`src/rtl/lsu_pkg.sv`:
```
// lsu_pkg: size encodings, FSM states and byte-lane helpers shared by the load/store unit
package lsu_pkg;
  localparam logic [1:0] SZ_B = 2'b00;
  localparam logic [1:0] SZ_H = 2'b01;
  localparam logic [1:0] SZ_W = 2'b10;
  localparam int LANE_W = 8;
  localparam logic [31:0] B_MASK = 32'h0000_00ff;
  localparam logic [31:0] H_MASK = 32'h0000_ffff;
  typedef enum logic [1:0] {IDLE, RD, WAIT, WR} state_t;
  function automatic logic [4:0] lane_sh(input logic [1:0] off);
    return {off, 3'b000};
  endfunction
  function automatic logic bad_req(input logic [1:0] size, input logic [1:0] off, input logic ld, input logic st);
    return size == 2'b11 || (size == SZ_H && off[0]) || (size == SZ_W && off != 2'b00) || ld == st;
  endfunction
endpackage

```
`src/rtl/load_store_unit_if.sv`:
```
// load_store_unit_if: pipeline request/response and data-memory signals of the load/store unit
interface load_store_unit_if #(parameter int ad_size = 32, parameter int d_size = 32);
  logic lsu_valid, lsu_load, lsu_store, lsu_unsigned;
  logic [1:0] lsu_size;
  logic [ad_size-1:0] lsu_addr;
  logic [d_size-1:0] lsu_wdata;
  logic lsu_busy, lsu_done, lsu_fault;
  logic [d_size-1:0] lsu_rdata;
  logic mem_read, mem_write;
  logic [ad_size-1:0] mem_addr;
  logic [d_size-1:0] mem_wdata, mem_rdata;
  modport slave (
    input lsu_valid, lsu_load, lsu_store, lsu_unsigned, lsu_size, lsu_addr, lsu_wdata, mem_rdata,
    output lsu_busy, lsu_done, lsu_fault, lsu_rdata, mem_read, mem_write, mem_addr, mem_wdata
  );
  modport master (
    output lsu_valid, lsu_load, lsu_store, lsu_unsigned, lsu_size, lsu_addr, lsu_wdata, mem_rdata,
    input lsu_busy, lsu_done, lsu_fault, lsu_rdata, mem_read, mem_write, mem_addr, mem_wdata
  );
endinterface

```
`src/rtl/lsu_align.sv`:
```
// lsu_align: byte-lane extraction with sign/zero extension for loads and lane merge for sub-word stores
module lsu_align import lsu_pkg::*; #(parameter int d_size = 32) (
  input  logic [d_size-1:0] word_i,
  input  logic [d_size-1:0] wdata_i,
  input  logic [1:0]        off_i,
  input  logic [1:0]        size_i,
  input  logic              uns_i,
  output logic [d_size-1:0] ld_o,
  output logic [d_size-1:0] st_o
);
  logic [d_size-1:0] sh, mask;
  logic sgn;
  // shift the addressed lane down for loads, build a lane mask for the read-modify-write merge
  always_comb begin
    sh = word_i >> lane_sh(off_i);
    sgn = ~uns_i & (size_i == SZ_B ? sh[LANE_W-1] : sh[2*LANE_W-1]);
    ld_o = size_i == SZ_B ? {{(d_size-LANE_W){sgn}}, sh[LANE_W-1:0]} :
           size_i == SZ_H ? {{(d_size-2*LANE_W){sgn}}, sh[2*LANE_W-1:0]} : sh;
    mask = (size_i == SZ_B ? d_size'(B_MASK) : size_i == SZ_H ? d_size'(H_MASK) : '1) << lane_sh(off_i);
    st_o = (word_i & ~mask) | ((wdata_i << lane_sh(off_i)) & mask);
  end
endmodule

```
`src/rtl/load_store_unit.sv`:
```
// load_store_unit: MEM-stage FSM issuing word reads/writes, sub-word stores as read-modify-write
module load_store_unit import lsu_pkg::*; #(parameter int ad_size = 32, parameter int d_size = 32) (
  input logic clk,
  input logic rst,
  load_store_unit_if.slave bus
);
  if (d_size != 32) begin : g_bad_cfg
    $error("load_store_unit: d_size must be 32");
  end
  state_t state_q, state_d;
  logic [1:0] off_q, size_q;
  logic uns_q, store_q, acc, flt;
  logic mem_read_q, mem_write_q, done_q, fault_q;
  logic [d_size-1:0] wdata_q, rdata_q, mem_wdata_q, ld_data, st_data;
  logic [ad_size-1:0] mem_addr_q;
  lsu_align #(.d_size(d_size)) u_align (
    .word_i(bus.mem_rdata), .wdata_i(wdata_q), .off_i(off_q), .size_i(size_q), .uns_i(uns_q),
    .ld_o(ld_data), .st_o(st_data)
  );
  // accept/fault decode and next state; word stores skip the read phase
  always_comb begin
    acc = bus.lsu_valid && state_q == IDLE;
    flt = acc && bad_req(bus.lsu_size, bus.lsu_addr[1:0], bus.lsu_load, bus.lsu_store);
    state_d = state_q;
    case (state_q)
      IDLE: state_d = acc && !flt ? (bus.lsu_store && bus.lsu_size == SZ_W ? WR : RD) : IDLE;
      RD:   state_d = WAIT;
      WAIT: state_d = store_q ? WR : IDLE;
      WR:   state_d = IDLE;
    endcase
  end
  // state, registered strobes and request capture; async reset abandons any request in flight
  always_ff @(posedge clk or negedge rst) begin
    if (!rst) begin
      state_q <= IDLE;
      off_q <= '0;
      size_q <= '0;
      uns_q <= 1'b0;
      store_q <= 1'b0;
      wdata_q <= '0;
      rdata_q <= '0;
      mem_wdata_q <= '0;
      mem_addr_q <= '0;
      mem_read_q <= 1'b0;
      mem_write_q <= 1'b0;
      done_q <= 1'b0;
      fault_q <= 1'b0;
    end else begin
      state_q <= state_d;
      mem_read_q <= state_d == RD;
      mem_write_q <= state_d == WR;
      done_q <= flt || state_q == WR || (state_q == WAIT && !store_q);
      fault_q <= flt;
      if (acc) begin
        off_q <= bus.lsu_addr[1:0];
        size_q <= bus.lsu_size;
        uns_q <= bus.lsu_unsigned;
        store_q <= bus.lsu_store;
        wdata_q <= bus.lsu_wdata;
      end
      if (acc && !flt) begin
        mem_addr_q <= bus.lsu_addr >> 2;
        mem_wdata_q <= bus.lsu_wdata;
      end
      if (state_q == WAIT && store_q) mem_wdata_q <= st_data;
      if (state_q == WAIT && !store_q) rdata_q <= ld_data;
    end
  end
  assign bus.lsu_busy = state_q != IDLE;
  assign bus.lsu_done = done_q;
  assign bus.lsu_fault = fault_q;
  assign bus.lsu_rdata = rdata_q;
  assign bus.mem_read = mem_read_q;
  assign bus.mem_write = mem_write_q;
  assign bus.mem_addr = mem_addr_q;
  assign bus.mem_wdata = mem_wdata_q;
endmodule

```
`src/flat_wrapper.sv`:
```
// flat-port wrapper written by rule: the top's interface ports become plain ports
module load_store_unit_flat import lsu_pkg::*;
#(parameter int ad_size = 32, parameter int d_size = 32)
  (clk, rst, bus_lsu_valid, bus_lsu_load, bus_lsu_store, bus_lsu_unsigned, bus_lsu_size, bus_lsu_addr, bus_lsu_wdata, bus_mem_rdata, bus_lsu_busy, bus_lsu_done, bus_lsu_fault, bus_lsu_rdata, bus_mem_read, bus_mem_write, bus_mem_addr, bus_mem_wdata);
  load_store_unit_if #(.ad_size(ad_size), .d_size(d_size)) bus_i ();
  input logic clk;
  input logic rst;
  input wire logic [$bits(bus_i.lsu_valid)-1:0] bus_lsu_valid;
  input wire logic [$bits(bus_i.lsu_load)-1:0] bus_lsu_load;
  input wire logic [$bits(bus_i.lsu_store)-1:0] bus_lsu_store;
  input wire logic [$bits(bus_i.lsu_unsigned)-1:0] bus_lsu_unsigned;
  input wire logic [$bits(bus_i.lsu_size)-1:0] bus_lsu_size;
  input wire logic [$bits(bus_i.lsu_addr)-1:0] bus_lsu_addr;
  input wire logic [$bits(bus_i.lsu_wdata)-1:0] bus_lsu_wdata;
  input wire logic [$bits(bus_i.mem_rdata)-1:0] bus_mem_rdata;
  output wire logic [$bits(bus_i.lsu_busy)-1:0] bus_lsu_busy;
  output wire logic [$bits(bus_i.lsu_done)-1:0] bus_lsu_done;
  output wire logic [$bits(bus_i.lsu_fault)-1:0] bus_lsu_fault;
  output wire logic [$bits(bus_i.lsu_rdata)-1:0] bus_lsu_rdata;
  output wire logic [$bits(bus_i.mem_read)-1:0] bus_mem_read;
  output wire logic [$bits(bus_i.mem_write)-1:0] bus_mem_write;
  output wire logic [$bits(bus_i.mem_addr)-1:0] bus_mem_addr;
  output wire logic [$bits(bus_i.mem_wdata)-1:0] bus_mem_wdata;
  assign bus_i.lsu_valid = bus_lsu_valid;
  assign bus_i.lsu_load = bus_lsu_load;
  assign bus_i.lsu_store = bus_lsu_store;
  assign bus_i.lsu_unsigned = bus_lsu_unsigned;
  assign bus_i.lsu_size = bus_lsu_size;
  assign bus_i.lsu_addr = bus_lsu_addr;
  assign bus_i.lsu_wdata = bus_lsu_wdata;
  assign bus_i.mem_rdata = bus_mem_rdata;
  assign bus_lsu_busy = bus_i.lsu_busy;
  assign bus_lsu_done = bus_i.lsu_done;
  assign bus_lsu_fault = bus_i.lsu_fault;
  assign bus_lsu_rdata = bus_i.lsu_rdata;
  assign bus_mem_read = bus_i.mem_read;
  assign bus_mem_write = bus_i.mem_write;
  assign bus_mem_addr = bus_i.mem_addr;
  assign bus_mem_wdata = bus_i.mem_wdata;
  load_store_unit #(.ad_size(ad_size), .d_size(d_size)) u_core (.clk(clk), .rst(rst), .bus(bus_i));
endmodule
```
`config.mk`:
```
export PLATFORM = sky130hd
export DESIGN_NAME = load_store_unit_flat
export DESIGN_NICKNAME = d
export VERILOG_FILES = /design/src/rtl/lsu_pkg.sv /design/src/rtl/load_store_unit_if.sv /design/src/rtl/lsu_align.sv /design/src/rtl/load_store_unit.sv /design/src/flat_wrapper.sv
export SDC_FILE = /design/constraint.sdc
export NUM_CORES = 1
export LEC_CHECK = 0
export ABC_CLOCK_PERIOD_IN_PS = 2390
export BUFFER_PORTS_ARGS = -buffer_cell sky130_fd_sc_hd__buf_2
export CAP_MARGIN = 30
export CORE_MARGIN = 2
export CORE_UTILIZATION = 52
export CTS_CLUSTER_DIAMETER = 200
export DETAILED_ROUTE_END_ITERATION = 10
export PLACE_DENSITY = 0.79
export SYNTH_ARGS = -nofsm -noshare
export SYNTH_HDL_FRONTEND = slang
export SYNTH_SLANG_ARGS = --single-unit
```
`constraint.sdc`:
```
create_clock -name clk -period 2.39 [get_ports clk]
set_input_delay 0.3585 -clock clk [delete_from_list [all_inputs] [get_ports clk]]
set_output_delay 0.3585 -clock clk [all_outputs]
set_load 0.02 [all_outputs]
```
Word level (Yosys, flattened, before mapping)
Index checks and enable logic that the tools add are counted.

storage, ports and cells
  register bits after elaboration = 138
  output and inout bits = 101
  word-level logic and storage cells = 63

cells by class
  equal/unequal tests = 10
  shifts and indexed selects = 3
  muxes and demuxes = 11
  bitwise logic cells = 6
  reductions and logical operators = 20

operator list
  cell                                                              number
  32-bit 2-to-1 mux                                                 6
  32-bit AND                                                        2
  32-bit by 5-bit left shift with 32-bit output                     2
  32-bit NOT                                                        1
  32-bit OR                                                         1
  32-bit by 5-bit right shift with 32-bit output                    1
  2-bit == test (second input constant)                             5
  2-bit by 1-bit == test with 1-bit output (second input constant)  4
  1-bit logical AND                                                 8
  2-bit one-hot mux with 4 select lines                             1
  2-bit 2-to-1 mux                                                  3
  2-bit nonzero test                                                3
  1-bit logical OR                                                  5
  2-bit zero test                                                   2
  1-bit zero test                                                   2
  1-bit AND                                                         1
  1-bit == test                                                     1
  1-bit 2-to-1 mux                                                  1
  1-bit NOT                                                         1

Depth between registers and ports, before layout
Gate-level depths: netlist of run 1.

  depth after elaboration = 11
  mapped depth = 7
  gate-level depth less buffers = 4

Hierarchy
A second synthesis of run 1 with hierarchy kept.

second synthesis, totals
  cell total of the unflattened synthesis = 789
  area total of the unflattened synthesis = 7404.6 um^2

modules (own cells, without submodules)
  module           times used  cells each  area an instance (um^2)
  load_store_unit  1           558         5456.5
  lsu_align        1           231         1948.1

Least setup slack after synthesis of run 1
Ideal clock, no wire load.

  path type = register -> register
  start = register u_core.state_q[1]
  end = register u_core.mem_wdata_q[23], in the netlist u_core.bus.mem_wdata[23]
  setup time = 0.137 ns
  data arrival time = 1.565 ns
  data required time = 2.253 ns
  path slack = 0.688 ns
  cell stages (with the launch flop) = 7
  buffers on the path = 2
  clock period less this slack = 1.702 ns
  cells stage by stage = dfrtp_1 -> or3b_1 -> a211o_1 -> buf_4 -> buf_6 -> mux2i_1 -> o22ai_1

on the way
  word-level cells in the longest chain between the ends = 6
  elaborated cells on any way between the ends = 9
  classes of those cells = eq/ne (1); mux (1); reduce/logical (7)

RTL lines
  what                          RTL line               text
  start, declared               load_store_unit.sv:10  state_t state_q, state_d;
  start signal, assigned        load_store_unit.sv:49  state_q <= state_d;
  2-bit zero test               load_store_unit.sv:22  acc = bus.lsu_valid && state_q == IDLE;
  1-bit logical AND             load_store_unit.sv:22
  1-bit logical AND             load_store_unit.sv:23  flt = acc && bad_req(bus.lsu_size, bus.lsu_addr[1:0], bus.lsu_load, bus.lsu_store);
  1-bit zero test               load_store_unit.sv:61  if (acc && !flt) begin
  1-bit logical AND             load_store_unit.sv:61
  2-bit nonzero test (no line)  --
  end signal, assigned          load_store_unit.sv:63  mem_wdata_q <= bus.lsu_wdata;
  end signal, assigned          load_store_unit.sv:65  if (state_q == WAIT && store_q) mem_wdata_q <= st_data;
  end, declared                 load_store_unit.sv:14  logic [d_size-1:0] wdata_q, rdata_q, mem_wdata_q, ld_data, st_data;

Parallel ways exist; a longest one is shown, timed or not.
A chain may end at the register's enable or synchronous reset.

Final worst setup path of run 1
  start = register u_core.state_q[1]
  end = register u_core.mem_wdata_q[16], in the netlist u_core.bus.mem_wdata[16]

The elaborated chain is that of the path after synthesis.

==> results of run 1 <==
## flip-flops by register name, summed over array words and instances (netlist names)
name,cells
u_core.off_q,2
u_core.bus.lsu_done,1
u_core.bus.mem_addr,30
u_core.bus.mem_wdata,32
u_core.store_q,1
u_core.bus.lsu_rdata,32
u_core.bus.mem_read,1
u_core.uns_q,1
u_core.size_q,2
u_core.state_q,2
u_core.wdata_q,32
u_core.bus.lsu_fault,1
u_core.bus.mem_write,1
## per-layer routing
layer,global-route usage (%),wire length (um)
met4,14.8,716
met2,45.5,9670
met3,7.00,1790
met5,0,0
met1,39.1,8340
## cell usage in the layout, fill, tap and decap left out, drive strengths merged, types with 2 or more instances in the layout
cell	n
buf	223
nand2	148
dfrtp	138
mux2	58
mux2i	57
o21ai	36
nor2	30
o211ai	29
a21oi	20
clkbuf	20
nand3	17
a22oi	16
a211oi	10
o22ai	8
o311ai	8
o2bb2ai	7
a21o	5
bufinv	5
or2	4
nor3	4
clkinv	4
inv	3
nand2b	3
clkinvlp	3
o311a	2
a31oi	2
conb	2
or3b	2
## critical path: cells and delay by family, from the launching register on
family,cells,cell delay [ps]
AO/OA/AOI/OAI,2,430
buffers and inverters,1,280
flip-flops,1,430
AND/OR/NAND/NOR,1,470
multiplexers,1,250
## report_power, final
| part | internal, mW | switching, mW |
|---|---|---|
| combinational | 2.43 | 3.68 |
| sequential | 3.51 | 0.936 |
| clock | 1.90 | 0.981 |
| total | 7.84 | 5.60 |
## metrics by stage
step,instance area (um^2),std cells,total power [mW],worst slack (ps)
after global routing,8680,1048,14.2,267
after detailed placement,8020,1015,10.5,338
after floorplan,6820,671,8.43,688
final,8680,1048,13.4,379
after global placement,8020,1015,10.3,409
after CTS,8680,1048,13.4,405
## kinds of logic (layout without fill, tap and decap cells)
logic type	Yosys count	in the layout	share of synthesized area, %
mux	116	116	18.3
xor+xnor	1	1	0.128
other cells	1	2	0.0550
simple gates	213	213	12.9
flops	138	138	50.6
compound gates	147	147	14.5
buf+inv	54	259	3.58
## path summary, 6_finish.rpt
check	end	start
worst max-delay path	u_core.bus.mem_wdata[16]	u_core.state_q[1]
worst min-delay path	u_core.bus.mem_addr[25]	bus_lsu_addr[27]
worst max register to register	u_core.bus.mem_wdata[16]	u_core.state_q[1]
worst min register to register	u_core.bus.mem_addr[0]	u_core.bus.mem_addr[0]
max in group asynchronous	u_core.wdata_q[9]	rst
min in group asynchronous	u_core.off_q[1]	rst
## area by class of cell
class | instances | area, um^2 | share of cell area (%)
Clock inverter | 12 | 196 | 2.26
Multi-Input combinational cell | 479 | 3150 | 36.2
Tap cell | 172 | 215 | 2.48
Inverter | 3 | 11.3 | 0.130
Clock buffer | 20 | 457 | 5.26
Sequential cell | 138 | 3460 | 39.8
Timing Repair Buffer | 224 | 1200 | 13.8
==> summary.txt, run 1 <==
Clock tree
  • Longest Clk Path Bufs: 2
  • Max H-tree Level: 4
  • Post-cts resize count: 0
  • Setup bufs post-CTS: 0
  • Reg clk slew, reported paths: 60 ps
  • TritonCTS Buffers: 17
  • CTS hold repair buffers: 1
  • CTS tree: done
  • Worst-Skew Late Latency: between 400 and 500 ps
  • # clock sinks: 138
  • Root Driver: clkbuf_16

Floorplanning
  • Core area: 12700 um^2
  • Die Wd: 119 um
  • Rows: about 40
  • I/O pin count: 205
  • Initial core utilization: 53.6%
  • Die area: 14000 um^2
  • Die Y: 119 um

GRT
  • Total gr overflow: 0
  • Vias in the first global route: roughly 6000
  • Initial antenna violation count: 0
  • Largest net degree at the start of global routing: 61
  • Gr usage total: 29.5%
  • First-pass GRT wire length: 32.3 mm

Place
  • DP HPWL: about 15 mm
  • Port Buffer Count: 202
  • Placer Congestion: 0.913

Layout
  • Ratio of cells with drive above 1 in the final layout: 37.1%
  • Synth-to-layout area growth: 27.2%
  • Nets: 967
  • Filler Cells Inserted: 1007
  • N_diodes: 0
  • Util after Layout: 68.2%

STA
  • Final Skew: approximately 5.6 ps
  • Slew Limit Fails: 0
  • Minimum clock period: 2010 ps
  • # setup viols final: 0
  • RSZ-0062 raised after global routing: false
  • Hold Slack: between 100 and 150 ps
  • Fin. Hold Viols: 0
  • Least-Margin Pin Slew: around 850 ps
  • Final period util: 84.2%
  • Setup TNS: 0 ps
  • Relative slew slack: 42.9%
  • Fmax: 497 MHz

Detailed routing
  • Pre-Repair DR Iteration Count: 5
  • DRT antenna net count: 0
  • Avg WL per Cell: 19.6 um
  • Residual DRC: 0
  • DR iter-0 viols: 384
  • Routed WL: ~20 mm
  • Vias per inst: 5.85
  • Routed vias: 6133

Worst setup path
  • FF-to-FF path depth: 5
  • CP Class: flop to flop
  • Worst EP required: 2670 ps
  • Crit path launch type: flop
  • Worst EP arrival: about 2300 ps
  • Crit path largest cell delay: approximately 470 ps
  • Crit path capture type: flop
  • Reg2Reg Setup Slack: 380 ps
  • Crit-path slowest cell: or3b_1
  • Crit path cell chain: or3b_1, a211o_2, buf_4, mux2i_1, o22ai_1
  • Worst-path maximum fanout: 33

Synthesis
  • Seq/Total Area, Yosys: 50.6%
  • Most frequent cell after synthesis: nand2_1
  • EDFF count, synth: 0
  • Synth top area share: between 50% and 60%
  • Post-synth top cells: nand2_1 (148), dfrtp_1 (138), mux2_2 (58)
  • Post-synth ARST share: 100%
  • Syn avg cell area: 10.2 um^2
  • Synthesis-stage register bit count: 138
  • Gate Count Post-Synth: 670
  • Biggest area consumer among synthesized cells: dfrtp_1
  • Post-Syn Area: 6820 um^2
  • Distinct cells, synth: 42
  • Synth area leaders: dfrtp_1 (51%), mux2_2 (9.6%), mux2i_1 (8.4%), nand2_1 (8.1%), o211ai_1 (3.2%)
  • Ys Warns: 0
  • Primary FF master, synth: dfrtp_1

Pwr
  • Leak Pwr: 4.31 nW
  • VDD IR max: 0.829 mV
  • PwrDens: 1550 nW/um^2

Min path
  • Hold depth: 3
  • Hold Path Class: input port to flop

Flow run
  • Max-capacitance violation count: 0

Status
  • Status: finished clean
No activity file was read; power rests on OpenSTA's default activity.
==> inputs of run 2 (changes only) <==
--- a/config.mk
+++ b/config.mk
@@ -5,7 +5,7 @@
 export SDC_FILE = /design/constraint.sdc
 export NUM_CORES = 1
 export LEC_CHECK = 0
-export ABC_CLOCK_PERIOD_IN_PS = 2390
+export ABC_CLOCK_PERIOD_IN_PS = 2000
 export BUFFER_PORTS_ARGS = -buffer_cell sky130_fd_sc_hd__buf_2
 export CAP_MARGIN = 30
 export CORE_MARGIN = 2
==> constraint.sdc (replaced) <==
create_clock -name clk -period 2 [get_ports clk]
set_input_delay 0.3 -clock clk [delete_from_list [all_inputs] [get_ports clk]]
set_output_delay 0.3 -clock clk [all_outputs]
set_load 0.02 [all_outputs]
==> summary.txt, run 2 (synthesized netlist as in run 1, its figures left out) <==
Worst setup path
  • Crit path capture type: flop
  • FF-to-FF path depth: 6 (+1)
  • Critical path launch point: u_core.state_q[1]
  • RR Startpoint: u_core.state_q[1]
  • Reg2Reg Setup Slack: 120 ps (-260 ps)
  • Crit path launch type: flop
  • Worst setup path end: u_core.bus.mem_addr[12]
  • Worst EP required: 2360 ps (-310 ps)
  • R2R Path End: u_core.bus.mem_addr[12]
  • Worst-path maximum fanout: 30 (-9.1%)
  • Worst EP arrival: 2240 ps (-60 ps)
  • CP Class: flop to flop

STA
  • Hold Slack: 60.7 ps (-67.1 ps)
  • Minimum clock period: 1880 ps (-128 ps)
  • RSZ-0062 raised after global routing: false
  • Relative slew slack: 42.4% (-0.50 points)
  • Final Skew: 8.66 ps (+3.07 ps)
  • # setup viols final: 0 (unchanged)
  • Least-Margin Pin Slew: 861 ps (+7.53 ps)
  • Slew Limit Fails: 0 (unchanged)
  • Fin. Hold Viols: 0 (unchanged)
  • Final Worst Setup Slack: 117 ps (-262 ps)
  • Final period util: 94.2% (+10 points)
  • Fmax: 531 MHz (+6.8%)
  • Setup TNS: 0 ps (unchanged)

Detailed routing
  • DRT antenna net count: 0 (unchanged)
  • Routed WL: 20.4 mm (-0.51%)
  • Pre-Repair DR Iteration Count: 6 (+1)
  • Avg WL per Cell: 19.3 um (-1.3%)
  • Residual DRC: 0 (unchanged)
  • Vias per inst: 5.85 (about the same)
  • DR iter-0 viols: 410 (+6.8%)
  • Routed vias: 6181 (+0.78%)

Clock tree
  • TritonCTS Buffers: 17 (unchanged)
  • Post-cts resize count: 0 (unchanged)
  • CTS tree: done
  • Reg clk slew, reported paths: 60 ps (about the same)
  • Worst-Skew Late Latency: 430 ps (about the same)
  • Longest Clk Path Bufs: 2 (unchanged)
  • # clock sinks: 138 (unchanged)
  • Setup bufs post-CTS: 0 (unchanged)
  • Root Driver: clkbuf_16
  • Max H-tree Level: 4 (unchanged)
  • CTS hold repair buffers: 1 (unchanged)

Floorplanning
  • Rows: 41 (unchanged)
  • I/O pin count: 205 (unchanged)
  • Die Wd: 119 um (unchanged)
  • Die Y: 119 um (unchanged)
  • Core area: 12700 um^2 (unchanged)
  • Initial core utilization: 53.6% (unchanged)
  • Die area: 14000 um^2 (unchanged)

GRT
  • Largest net degree at the start of global routing: 54 (-11%)
  • First-pass GRT wire length: 32.7 mm (+1.1%)
  • Initial antenna violation count: 0 (unchanged)
  • Total gr overflow: 0 (unchanged)
  • Gr usage total: 29.9% (+0.31 points)
  • Vias in the first global route: 6103 (+1.6%)

Layout
  • Most frequent cells in the layout: buf_2 (201), nand2_1 (148), dfrtp_1 (136)
  • N_diodes: 0 (unchanged)
  • Util after Layout: 68.8% (+0.57 points)
  • Filler Cells Inserted: 1004 (-0.30%)
  • Multi-input logic area: 3150 um^2 (unchanged)
  • Nets: 975 (+0.83%)
  • Commonest non-fill, non-tap cell in the layout: buf_2
  • Ratio of cells with drive above 1 in the final layout: 37.7% (+0.57 points)
  • Reg area: 3460 um^2 (unchanged)
  • Synth-to-layout area growth: 28.3%
  • Cell area after layout: 8750 um^2 (+0.84%)

Place
  • Pre-CTS WS: 136 ps (-202 ps)
  • DP HPWL: 14.9 mm (+0.61%)
  • Placer Congestion: 0.912 (-0.14%)
  • Placed Area: 8120 um^2 (+1.3%)
  • Port Buffer Count: 202 (unchanged)

Status
  • Status: finished clean

Min path
  • Hold Path Class: input port to flop
  • Hold depth: 3 (unchanged)

Pwr
  • PwrDens: 1830 nW/um^2 (+18%)
  • VDD IR max: 0.909 mV (+9.7%)
  • Leak Pwr: 4.34 nW (+0.90%)

Flow run
  • Max-capacitance violation count: 0 (unchanged)
[run 2: worst max-delay path, stage by stage (launching register included)]
cell	delay [ps]
dfrtp_1	430
or3b_1	440
buf_4	180
a211oi_4	230
buf_4	350
nand2_1	110
nand2_1	70
[run 2: final cells by class]
class | count | share of cell area (%)
clock buffer | 22 | 5.53
clock inverter | 10 | 1.60
inverter | 3 | 0.129
multi-input combinational | 479 | 35.9
sequential | 138 | 39.5
tap | 172 | 2.46
timing repair buffer | 232 | 14.8
[run 2: layer usage]
| metal | part of all wire (%) | vias up | wire, um | GRT usage, % |
|---|---|---|---|---|
| met3 | 9.1 | 52 | 1860 | 8.16 |
| met2 | 47 | 320 | 9690 | 47.1 |
| met4 | 3.0 | 0 | 611 | 12.4 |
| met1 | 40 | 3029 | 8260 | 38.9 |
| li1 | - | 2780 | - | - |
| met5 | 0 | - | 0 | 0 |
[run 2: how the worst min path moves through the flow]
stage,start,end,slack [ps]
floorplan,rst,u_core.bus.lsu_done,4
global placement,rst,u_core.bus.mem_addr[23],240
detailed placement,rst,u_core.bus.mem_addr[23],250
CTS,bus_lsu_addr[24],u_core.bus.mem_addr[22],50
global route,bus_lsu_addr[24],u_core.bus.mem_addr[22],60
finish,bus_lsu_addr[27],u_core.bus.mem_addr[25],60
[run 2: power by group]
group          switching [mW]  total, mW  internal, mW
Clock                    1.18       3.27          2.09
Sequential              0.966       5.16          4.20
Combinational            4.52       7.54          3.02
[run 2: metrics by stage]
| step | std cells | power (mW) |
|---|---|---|
| 2_1_floorplan | 671 | 10.1 |
| 3_3_place_gp | 1022 | 12.4 |
| 3_5_place_dp | 1023 | 12.7 |
| 4_1_cts | 1056 | 16.0 |
| 5_1_grt | 1056 | 17.0 |
| 6_report | 1056 | 16.0 |
==> inputs of run 3 (changes only) <==
--- a/config.mk
+++ b/config.mk
@@ -8,11 +8,12 @@
 export ABC_CLOCK_PERIOD_IN_PS = 2000
 export BUFFER_PORTS_ARGS = -buffer_cell sky130_fd_sc_hd__buf_2
 export CAP_MARGIN = 30
+export CORE_ASPECT_RATIO = 1.4
 export CORE_MARGIN = 2
-export CORE_UTILIZATION = 52
+export CORE_UTILIZATION = 50
 export CTS_CLUSTER_DIAMETER = 200
 export DETAILED_ROUTE_END_ITERATION = 10
-export PLACE_DENSITY = 0.79
+export PLACE_DENSITY = 0.76
 export SYNTH_ARGS = -nofsm -noshare
 export SYNTH_HDL_FRONTEND = slang
 export SYNTH_SLANG_ARGS = --single-unit
==> summary.txt, run 3 (synthesized netlist as in run 1, its figures left out) <==
Clock tree
  • TritonCTS Buffers: 17 (unchanged)
  • Reg clk slew, reported paths: 60 ps (about the same)
  • Longest Clk Path Bufs: 2 (unchanged)
  • CTS tree: done
  • # clock sinks: 138 (unchanged)
  • Worst-Skew Late Latency: 420 ps (about the same)
  • Max H-tree Level: 4 (unchanged)
  • Root Driver: clkbuf_16

Worst setup path
  • Crit-path slowest cell: dfrtp_1
  • Crit path largest cell delay: 430 ps (about the same)
  • Worst EP arrival: 2170 ps (-70 ps)
  • Crit path launch type: flop
  • Buf+Inv Stages, Crit Path: 1 (-1)
  • Crit path capture type: flop
  • CP Class: flop to flop
  • Crit path cell chain: or3b_1, a211o_2, buf_12, mux2i_1, a22oi_1
  • Delay-heaviest family, CP: compound AO/OA/AOI/OAI gates
  • Worst-path maximum fanout: 23 (-23%)
  • Worst EP required: 2280 ps (-80 ps)

Detailed routing
  • Routed WL: 20.1 mm (-1.3%)
  • DR iter-0 viols: 403 (-1.7%)
  • DRT antenna net count: 0 (unchanged)
  • Routed vias: 6048 (-2.2%)
  • Vias per inst: 5.67 (-3.2%)
  • Residual DRC: 0 (unchanged)
  • Avg WL per Cell: 18.9 um (-2.3%)
  • Pre-Repair DR Iteration Count: 6 (unchanged)

Layout
  • Nets: 975 (unchanged)
  • Synth-to-layout area growth: 28.2% (about the same)
  • Most frequent cells in the layout: buf_2 (201), nand2_1 (148), dfrtp_1 (136)
  • Commonest non-fill, non-tap cell in the layout: buf_2
  • Cell area after layout: 8740 um^2 (about the same)
  • Ratio of cells with drive above 1 in the final layout: 37.9% (+0.23 points)

Floorplanning
  • I/O pin count: 205 (unchanged)
  • Initial core utilization: 51.2% (-2.4 points)
  • Rows: 50 (+22%)
  • Die Wd: 103 um (-13%)
  • Die Y: 142 um (+20%)
  • Die area: 14600 um^2 (+4.0%)
  • Core area: 13300 um^2 (+4.7%)

GRT
  • Gr usage total: 27.5% (-2.4 points)
  • Largest net degree at the start of global routing: 39 (-28%)
  • First-pass GRT wire length: 30.4 mm (-6.9%)
  • Vias in the first global route: 5643 (-7.5%)
  • Total gr overflow: 0 (unchanged)
  • Initial antenna violation count: 1 (+1)

Place
  • Port Buffer Count: 202 (unchanged)
  • Placed Area: 8130 um^2 (+0.11%)
  • DP HPWL: 15.0 mm (+0.74%)
  • Placer Congestion: 0.882 (-3.2%)

STA
  • # setup viols final: 0 (unchanged)
  • Least-Margin Pin Slew: 786 ps (-74.9 ps)
  • Fmax: 529 MHz (-0.31%)
  • Minimum clock period: 1890 ps (+5.92 ps)
  • Relative slew slack: 47.4% (+5.0 points)
  • Final period util: 94.4% (+0.30 points)
  • RSZ-0062 raised after global routing: false
  • Final Skew: 10.7 ps (+2.04 ps)
  • Setup TNS: 0 ps (unchanged)
  • Slew Limit Fails: 0 (unchanged)
  • Fin. Hold Viols: 0 (unchanged)

Status
  • Status: finished clean

Pwr
  • Leak Pwr: 4.33 nW (-0.22%)
  • VDD IR max: 0.867 mV (-4.7%)
  • PwrDens: 1810 nW/um^2 (-0.74%)

Min path
  • Hold Path Class: input port to flop

Flow run
  • Max-capacitance violation count: 0 (unchanged)
-- run 3: cell types whose count changed in the layout (fill, tap and decap cells not counted) --
cell | before | now
buf_4 | 24 | 25
clkbuf_8 | 4 | 0
diode_2 | 0 | 1
nor3b_1 | 1 | 0
buf_6 | 2 | 1
clkinv_2 | 2 | 4
nor3b_2 | 0 | 1
inv_6 | 0 | 2
clkinvlp_4 | 3 | 4
clkbuf_1 | 1 | 0
-- run 3: report_power, final --
group | leakage, nW | switching (mW) | internal (mW)
combinational | 2.39 | 4.47 | 2.99
clock | 0.285 | 1.24 | 1.96
sequential | 1.66 | 1.01 | 4.19
-- run 3: per-layer routing --
layer  routed length, um  up-vias  share of wire (%)  track usage (%)
met5                   0        -                  0                0
met4                 820        0                4.1             12.4
met3                1440       54                7.2             5.75
met2               10000      303                 50             45.4
met1                7840     2898                 39             34.3
li1                    -     2793                  -                -
-- run 3: what timing repair did --
item	CTS	global route
gates resized for setup	0	1
hold buffers	1	0
setup buffers	0	0
endpoints found under the setup margin	0	1
hold endpoints to repair	34	0
-- run 3: worst register-to-register path, stage by stage, from the launching register on --
cell and delay [ps]:
dfrtp_1 430, or3b_1 420, a211o_2 400, buf_12 200
mux2i_1 190, a22oi_1 100
-- run 3: worst paths after layout --
path / startpoint / end / slack [ps] / depth (start not counted)
hold reg to reg: u_core.bus.mem_addr[8] / u_core.bus.mem_addr[8] / 470 / 2
setup / recovery: u_core.state_q[0] / u_core.bus.mem_wdata[30] / 110 / 5
hold / removal: bus_lsu_addr[28] / u_core.bus.mem_addr[26] / 60 / 3
max in group asynchronous: rst / u_core.bus.mem_wdata[18] / 1030 / 3
setup reg to reg: u_core.state_q[0] / u_core.bus.mem_wdata[30] / 110 / 5
min in group asynchronous: rst / u_core.bus.lsu_rdata[13] / 360 / 2
-- run 3: layout make-up --
| class | count | area, um^2 |
|---|---|---|
| Antenna cell | 1 | 2.50 |
| Multi-Input combinational cell | 479 | 3150 |
| Fill cell | 1070 | 4580 |
| Timing Repair Buffer | 232 | 1290 |
| Clock inverter | 15 | 175 |
| Tap cell | 182 | 228 |
| Sequential cell | 138 | 3460 |
| Clock buffer | 17 | 425 |
| Inverter | 3 | 11.3 |
-- run 3: per-stage QoR --
step | setup WS, ps | hold WS (ps) | util [%] | std cells | total power, mW
floorplan | 298 | 4.41 | - | 671 | 10.1
global placement | 176 | 235 | 61.0 | 1033 | 12.4
detailed placement | 148 | 231 | 61.0 | 1033 | 12.6
CTS | 145 | 58.2 | 65.6 | 1066 | 15.8
global route | 17.3 | 62.3 | 65.6 | 1067 | 16.8
finish | 111 | 63.8 | 65.6 | 1067 | 15.9
